## config.mk

```make
export PLATFORM = sky130hd
export DESIGN_NAME = palette_layer_compositor
export DESIGN_NICKNAME = d
export VERILOG_FILES = /design/src/rtl/palette_layer_compositor.sv
export SDC_FILE = /design/constraint.sdc
export NUM_CORES = 1
export LEC_CHECK = 0
export BUFFER_PORTS_ARGS = -buffer_cell sky130_fd_sc_hd__buf_4
export CELL_PAD_IN_SITES_DETAIL_PLACEMENT = 1
export CELL_PAD_IN_SITES_GLOBAL_PLACEMENT = 1
export CORE_UTILIZATION = 41
export DETAILED_ROUTE_END_ITERATION = 8
export PLACE_DENSITY_LB_ADDON = 0.15
export SLEW_MARGIN = 20
export SYNTH_ARGS = -nofsm -noshare
export SYNTH_HDL_FRONTEND = slang
export SYNTH_SLANG_ARGS = --single-unit
```

## constraint.sdc

```tcl
create_clock -name Clk -period 1.94 [get_ports Clk]
set_input_delay 0.194 -clock Clk [delete_from_list [all_inputs] [get_ports Clk]]
set_output_delay 0.194 -clock Clk [all_outputs]
set_load 0.02 [all_outputs]
```

## src/rtl/palette_layer_compositor.sv

```systemverilog
`default_nettype none
// ============================================================================
//  Module   : palette_layer_compositor
//  Purpose  : Picks the highest-priority opaque layer for each pixel. The
//             winning 4-bit index is driven into the shared 16-entry palette
//             ROM, and the returned 12-bit RGB is registered for the VGA
//             colour mapper.
//  Ports    : Clk, Reset_n       - clock, asynchronous active-low reset
//             pixel_start        - one-cycle pulse, layer_idx/layer_en valid
//             layer_idx/layer_en - flattened per-layer indices and enables
//             pal_index          - registered index to the palette ROM
//             pal_red/green/blue - combinational palette data for pal_index
//             red/green/blue     - registered composited colour
//             pix_valid          - one-cycle pulse, colour updated
//             hit/hit_layer      - opaque layer found / which layer won
//             busy               - scan or lookup in progress
//             overrun            - sticky, pixel_start seen while busy
//  Revision : 1.0 - initial release
// ============================================================================
module palette_layer_compositor #(
  parameter int NUM_LAYERS      = 3,
  parameter int IDX_W           = 4,
  parameter int TRANSPARENT_IDX = 0,
  localparam int LAYER_W        = (NUM_LAYERS > 1) ? $clog2(NUM_LAYERS) : 1
) (
  input  logic                          Clk,
  input  logic                          Reset_n,
  input  logic                          pixel_start,
  input  logic [NUM_LAYERS*IDX_W-1:0]   layer_idx,
  input  logic [NUM_LAYERS-1:0]         layer_en,
  output logic [IDX_W-1:0]              pal_index,
  input  logic [3:0]                    pal_red,
  input  logic [3:0]                    pal_green,
  input  logic [3:0]                    pal_blue,
  output logic [3:0]                    red,
  output logic [3:0]                    green,
  output logic [3:0]                    blue,
  output logic                          pix_valid,
  output logic                          hit,
  output logic [LAYER_W-1:0]            hit_layer,
  output logic                          busy,
  output logic                          overrun
);

  localparam logic [1:0] S_IDLE   = 2'd0;
  localparam logic [1:0] S_SCAN   = 2'd1;
  localparam logic [1:0] S_LOOKUP = 2'd2;

  localparam logic [IDX_W-1:0]   TRANSP_KEY = IDX_W'(TRANSPARENT_IDX);
  localparam logic [LAYER_W-1:0] CNT_TOP    = LAYER_W'(NUM_LAYERS - 1);

  logic [1:0]                  state_q, state_d;
  logic [LAYER_W-1:0]          cnt_q, cnt_d;
  logic                        found_q, found_d;
  logic [LAYER_W-1:0]          win_layer_q, win_layer_d;
  logic [IDX_W-1:0]            win_idx_q, win_idx_d;
  logic [NUM_LAYERS*IDX_W-1:0] layer_idx_q, layer_idx_d;
  logic [NUM_LAYERS-1:0]       layer_en_q, layer_en_d;
  logic [IDX_W-1:0]            pal_index_q, pal_index_d;
  logic [3:0]                  red_q, red_d;
  logic [3:0]                  green_q, green_d;
  logic [3:0]                  blue_q, blue_d;
  logic                        hit_q, hit_d;
  logic [LAYER_W-1:0]          hit_layer_q, hit_layer_d;
  logic                        pix_valid_q, pix_valid_d;
  logic                        overrun_q, overrun_d;

  logic [IDX_W-1:0]            cur_idx;
  logic                        cur_en;
  logic                        take;

  // ---------------------------------------------------------------- state reg
  always_ff @(posedge Clk or negedge Reset_n) begin
    if (!Reset_n) begin
      state_q     <= S_IDLE;
      cnt_q       <= '0;
      found_q     <= 1'b0;
      win_layer_q <= '0;
      win_idx_q   <= '0;
      layer_idx_q <= '0;
      layer_en_q  <= '0;
      pal_index_q <= '0;
      red_q       <= '0;
      green_q     <= '0;
      blue_q      <= '0;
      hit_q       <= 1'b0;
      hit_layer_q <= '0;
      pix_valid_q <= 1'b0;
      overrun_q   <= 1'b0;
    end else begin
      state_q     <= state_d;
      cnt_q       <= cnt_d;
      found_q     <= found_d;
      win_layer_q <= win_layer_d;
      win_idx_q   <= win_idx_d;
      layer_idx_q <= layer_idx_d;
      layer_en_q  <= layer_en_d;
      pal_index_q <= pal_index_d;
      red_q       <= red_d;
      green_q     <= green_d;
      blue_q      <= blue_d;
      hit_q       <= hit_d;
      hit_layer_q <= hit_layer_d;
      pix_valid_q <= pix_valid_d;
      overrun_q   <= overrun_d;
    end
  end

  // --------------------------------------------------------------- next state
  always_comb begin
    state_d = state_q;
    case (state_q)
      S_IDLE:   if (pixel_start) state_d = S_SCAN;
      S_SCAN:   if (cnt_q == '0) state_d = S_LOOKUP;
      S_LOOKUP: state_d = S_IDLE;
      default:  state_d = S_IDLE;
    endcase
  end

  // ----------------------------------------------------------------- datapath
  // The layer under evaluation comes from the snapshot taken at pixel_start,
  // so the upstream readers may move on to the next pixel immediately.
  always_comb begin
    cur_idx = layer_idx_q[int'(cnt_q)*IDX_W +: IDX_W];
    cur_en  = layer_en_q[cnt_q];
    // Scanning runs from the top layer down; the first opaque, enabled layer
    // wins and later (lower) layers are still visited to keep latency fixed.
    take    = (state_q == S_SCAN) && !found_q && cur_en && (cur_idx != TRANSP_KEY);
  end

  always_comb begin
    cnt_d       = cnt_q;
    found_d     = found_q;
    win_layer_d = win_layer_q;
    win_idx_d   = win_idx_q;
    layer_idx_d = layer_idx_q;
    layer_en_d  = layer_en_q;
    pal_index_d = pal_index_q;
    red_d       = red_q;
    green_d     = green_q;
    blue_d      = blue_q;
    hit_d       = hit_q;
    hit_layer_d = hit_layer_q;
    pix_valid_d = 1'b0;
    overrun_d   = overrun_q | (pixel_start && (state_q != S_IDLE));

    case (state_q)
      S_IDLE: begin
        if (pixel_start) begin
          layer_idx_d = layer_idx;
          layer_en_d  = layer_en;
          cnt_d       = CNT_TOP;
          found_d     = 1'b0;
          win_layer_d = '0;
          win_idx_d   = '0;
        end
      end
      S_SCAN: begin
        if (take) begin
          found_d     = 1'b1;
          win_layer_d = cnt_q;
          win_idx_d   = cur_idx;
        end
        if (cnt_q == '0) begin
          // Last layer: fold in this cycle's result before addressing the ROM.
          if (take)         pal_index_d = cur_idx;
          else if (found_q) pal_index_d = win_idx_q;
          else              pal_index_d = TRANSP_KEY;
        end else begin
          cnt_d = cnt_q - LAYER_W'(1);
        end
      end
      S_LOOKUP: begin
        // Nothing opaque: output black rather than the key colour.
        red_d       = found_q ? pal_red   : 4'h0;
        green_d     = found_q ? pal_green : 4'h0;
        blue_d      = found_q ? pal_blue  : 4'h0;
        hit_d       = found_q;
        hit_layer_d = found_q ? win_layer_q : '0;
        pix_valid_d = 1'b1;
      end
      default: ;
    endcase
  end

  // ------------------------------------------------------------------ outputs
  always_comb begin
    busy      = (state_q == S_SCAN) || (state_q == S_LOOKUP);
    pal_index = pal_index_q;
    red       = red_q;
    green     = green_q;
    blue      = blue_q;
    pix_valid = pix_valid_q;
    hit       = hit_q;
    hit_layer = hit_layer_q;
    overrun   = overrun_q;
  end

endmodule
`default_nettype wire

```

== Yosys cells after proc, flatten, opt, wreduce, memory -nomap -nowiden ==
Cells that the tools add are included.
W data, S select, Z words.
Storage, ports and cells
  logic and storage cells: 65
  bits of input ports: 30
  output and inout port bits: 22
  bits in registers: 47
Cells by class
  equal/unequal tests: 6
  add/subtract/negate cells: 1
  mux-type cells: 24
  shift-type cells: 1
  reduce and logical (&&, ||, !) cells: 16
  order comparisons: 1
  bitwise gates (word level): 1
Operator list (number)
  $mux W4: 7
  $mux W2: 7
  $pmux W2 S2: 3
  $shiftx A12 B5 Y4: 1
  $pmux W4 S2: 1
  $ne A2 B2 Y1 const B: 3
  $reduce_and A2 Y1: 3
  $reduce_and A3 Y1: 2
  $logic_and A1 B1 Y1: 4
  $logic_not A2 Y1: 2
  $mux W1: 4
  $reduce_bool A2 Y1: 2
  $reduce_bool A4 Y1: 1
  $lt A2 B3 Y1 const B: 1
  $bmux W1 S2: 1
  $eq A2 B1 Y1 const B: 1
  $eq A2 B2 Y1 const B: 1
  $ne A2 B1 Y1 const B: 1
  $pmux W1 S2: 1
  $sub A2 B1 Y2 const B: 1
  $logic_not A1 Y1: 1
  $logic_or A1 B1 Y1: 1
  $or A1 B1 Y1: 1

== Longest topological paths before layout ==
  depth after elaboration: 6
  gate-level depth with buffers: 8
  depth with buffers taken out: 7

== Worst setup path after synthesis ==
No wires, ideal clock.
  path type: register to register
  start: reg cnt_q[0]
  end: reg found_q
  setup slack: 0.246 ns
  data required time: 1.816 ns
  buffers on the path: 0
  setup time: 0.124 ns
  data arrival time: 1.570 ns
  period minus slack after synthesis: 1.694 ns
  stages on the path, launching flop included: 6
  path through: dfrtp_1 -> nor2b_2 -> o2bb2ai_1 -> or4_4 -> and2_4 -> a2bb2oi_1
Between the ends
  word-level cells in the longest chain between the ends: 6
  elaborated cells on any way between the ends: 8
  classes of those cells: eq/ne (1); shift (1); mux (2); reduce/logical (4)
RTL lines
  start: declaration: RTL line 53  | logic [LAYER_W-1:0] cnt_q, cnt_d;
  start signal: assignment: RTL line 92  | cnt_q <= cnt_d;
  branches (longest 3 deep; another with $shiftx A12 B5 Y4)
  $logic_and A1 B1 Y1 (*): RTL line 128  | take = (state_q == S_SCAN) && !found_q && cur_en && (cur_idx != TRANSP_KEY);
  $ne A2 B2 Y1 (no source line) (*)
  $reduce_and A3 Y1 (no source line) (*)
  end signal: assignment: RTL line 93  | found_q <= found_d;
  end: declaration: RTL line 54  | logic found_q, found_d;
Mark *: on every way between the ends. The select of a mux whose other input is x is not followed.
A chain may end at the register's enable or synchronous reset.

== Worst setup path in the final report ==
  start: reg cnt_q[1]
  end: reg win_idx_q[1]
Between the ends
  word-level cells in the longest chain between the ends: 6
  elaborated cells on any way between the ends: 10
  classes of those cells: eq/ne (1); shift (1); mux (4); reduce/logical (4)
RTL lines
  branches (longest 6 deep; another with $shiftx A12 B5 Y4)
  end signal: assignment: RTL line 95  | win_idx_q <= win_idx_d;
  end: declaration: RTL line 56  | logic [IDX_W-1:0] win_idx_q, win_idx_d;
Several ways; the timed one is not identified. The select of a mux whose other input is x is not followed.

==> flow_summary.yaml <==
die:
  die-area_sq_um: 5480
  die_h_um: 74.0
  coreArea_sq_um: 4850
  pin_count: 52
  die_width_um: 74.0
  initial_core_util_pct: 43.9
  rows: 25
critical_path:
  cp.required_ps: 2160
  worstPathCellList: "mux2i_1 -> o2bb2ai_1 -> or4_4 -> nand3_4 -> mux2i_1"
  crit_fanout: 7
  crit_family: "simple AND/OR/NAND/NOR gates"
  criticalPathCategory: "reg2reg"
  crit_buf_inv: 0
  start_kind: "flip-flop"
  endpoint_kind: "flip-flop"
  slowest_stage: "or4_4"
  crit_arrival_ps: 2090
  cp_common_cell: "mux2i_1"
  crit_path_max_incr_delay_ps: 580
route:
  drt-total-wl_um: 4780
  viasPerCell: 5.03
  wl_met2_um: 2500
  wl_per_cell_um: 15.3
  postRouteAntennaNets: 0
  drc: 0
  drt-initial-drc-count: 49
  routed.top_layer: "met4"
  num_vias: 1574
  first_pass_iters: 4
  wl_met1_um: 2010
  wl_met3_um: 219
timing:
  max-slew-margin-rel_pct: 60.9
  final-setup-viol-count: 0
  rsz0062_at_grt: "no"
  worst_pin_slew_ps: 587
  final_max_slew_viol_count: 0
  skew_ps: 9.34
  setup_ws_ps: 72.8
  max_freq_mhz: 536
  hold_viol: 0
  min_period_ps: 1870
  fin_crit_sh_pct: 96.2
grt:
  antenna_found_initial: 0
  grt_pass1_wl_um: 7780
  grt_max_degree: 48
  grt_pass1_vias: 1628
  grt_util_all_layers_pct: 19.1
  grt_remaining_overflow: 0
run_status:
  status: "complete, no violations"
cells_and_area:
  area_growth_pct: 28.2
  num-fill-cells: 526
  fin_nets: 281
  fin_cells: 313
  most-common-layout-cells: "buf_4 (59), dfrtp_1 (46), inv_1 (23), o21ai_0 (21), mux2_2 (19)"
  final_area_sq_um: 2730
  diodes: 0
  layout-drive-gt1-share_pct: 37.8
  final_common_cell: "buf_4"
pwr:
  leakage_nw: 1.32
  powerDensity_nw_per_um2: 1570
  p_total_mw: 4.29
  ir_drop_mv: 0.639
clocking:
  cts_tree: "yes"
  cts-root-buf: "clkbuf_8"
  cts_buffers: 5
  cts.clk_slew.worst_paths_ps: 90
  cts_sinks: 47
  clock_path_buffers: 2
  insertion_delay_ps: 300
  cts_max_level: 2
place:
  placed_area_sq_um: 2590
  portBuffers: 51
  globalplace.congestion: 0.835
  placedCellCount: 302
  hpwlAfterDp_um: 3560
  preCtsSetupSlack_ps: -39.9
yosys:
  synth.area.top_cells: "dfrtp_1 (55%), mux2_2 (10%), o21ai_0 (4.9%), mux2i_1 (4.7%), inv_1 (4.1%)"
  ys_warn_count: 0
  ys_ff_latch: 47
  synth_top_area_share_pct: 55.3
  synth.cell_area_sq_um: 2130
  postSynthAreaPerCell_sq_um: 11.3
  syn-num-nets: 224
  synthCells: 188
  yosysSeqAreaShare_pct: 55.3
  ys_types: 26
  yosys.area.top_type: "dfrtp_1"
min_path:
  min-delay-path-class: "in2reg"
run:
  maxCapViolCount: 0
## per-stage QoR
stage | utilization [%] | TNS, ps | hold slack (ps)
2_1_floorplan | - | 0 | -102
3_3_place_gp | 53.5 | 0 | 226
3_5_place_dp | 53.5 | -63.9 | 240
4_1_cts | 55.8 | 0 | 119
5_1_grt | 56.2 | 0 | 114
6_report | 56.2 | 0 | 123
## worst reg2reg max path, cell delays in order, from the launching register on
cell       delay (ps)
dfrtp_2           460
mux2i_1           260
o2bb2ai_1         140
or4_4             580
nand3_4           150
mux2i_1           220
## kinds of logic after synthesis
| logic type | after synthesis | synth area share (%) |
|---|---|---|
| AO/OA/AOI/OAI | 41 | 11.9 |
| buffers and inverters | 33 | 6.18 |
| flip-flops | 47 | 55.3 |
| multiplexers | 29 | 14.8 |
| AND/OR/NAND/NOR | 32 | 8.35 |
| adder cells (fa/ha/maj) | 6 | 3.53 |
## final timing paths
check / from / to / slack [ps] / cells after the start
min reg2reg: overrun / overrun / 470 / 1
min in group asynchronous: Reset_n / red[1] / 430 / 2
max in group asynchronous: Reset_n / cnt_q[1] / 1060 / 2
min: pal_green[2] / green[2] / 120 / 3
max reg2reg: cnt_q[1] / win_idx_q[1] / 70 / 5
max: cnt_q[1] / win_idx_q[1] / 70 / 5
## power by group
part	switching (mW)	internal, mW	total [mW]
sequential	0.274	1.42	1.69
clock	0.330	0.291	0.621
combinational	1.09	0.894	1.98
## Yosys cell counts
cell type / number
nor2b_2: 1
or4_4: 1
nand3_2: 1
a21boi_0: 1
a21oi_1: 5
inv_1: 23
o2bb2ai_1: 4
o211ai_2: 1
and2_1: 1
a22oi_1: 5
nand3_1: 15
mux2_2: 19
o22ai_1: 1
dfrtp_1: 47
and2_4: 1
o21ai_0: 21
a2bb2oi_1: 1
ha_1: 6
nor3_4: 1
buf_6: 1
nand2_1: 4
a21o_1: 1
mux2i_1: 10
nor2_1: 7
clkbuf_1: 9
o31ai_1: 1
## sequential cells by signal (all words and copies together) (netlist names)
name and count:
blue 4, cnt_q 2, found_q 1, green 4, hit 1, hit_layer 2, layer_en_q 3, layer_idx_q 12
overrun 1, pal_index 4, pix_valid 1, red 4, state_q 2, win_idx_q 4, win_layer_q 2
## metal layers
layer,vias to the layer above,track usage (%)
li1,753,-
met2,43,35.3
met3,5,4.34
met4,0,5.77
met1,773,21.9
met5,-,0
## what timing repair did
action,CTS,global route
setup buffers,0,2
hold buffers,1,0
hold endpoints to repair,47,0
endpoints found under the setup margin,2,5
resized for setup,1,1
## area by class of cell
type                            instances  area, sq um  share of cell area (%)
Sequential cell                        47         1180                    43.2
Multi-Input combinational cell        108          827                    30.3
Timing Repair Buffer                   60          453                    16.6
Inverter                               23         86.3                    3.17
Tap cell                               67         83.8                    3.07
Clock buffer                            6         82.6                    3.03
Clock inverter                          2         16.3                   0.597
No activity file was read; power rests on OpenSTA's default activity.
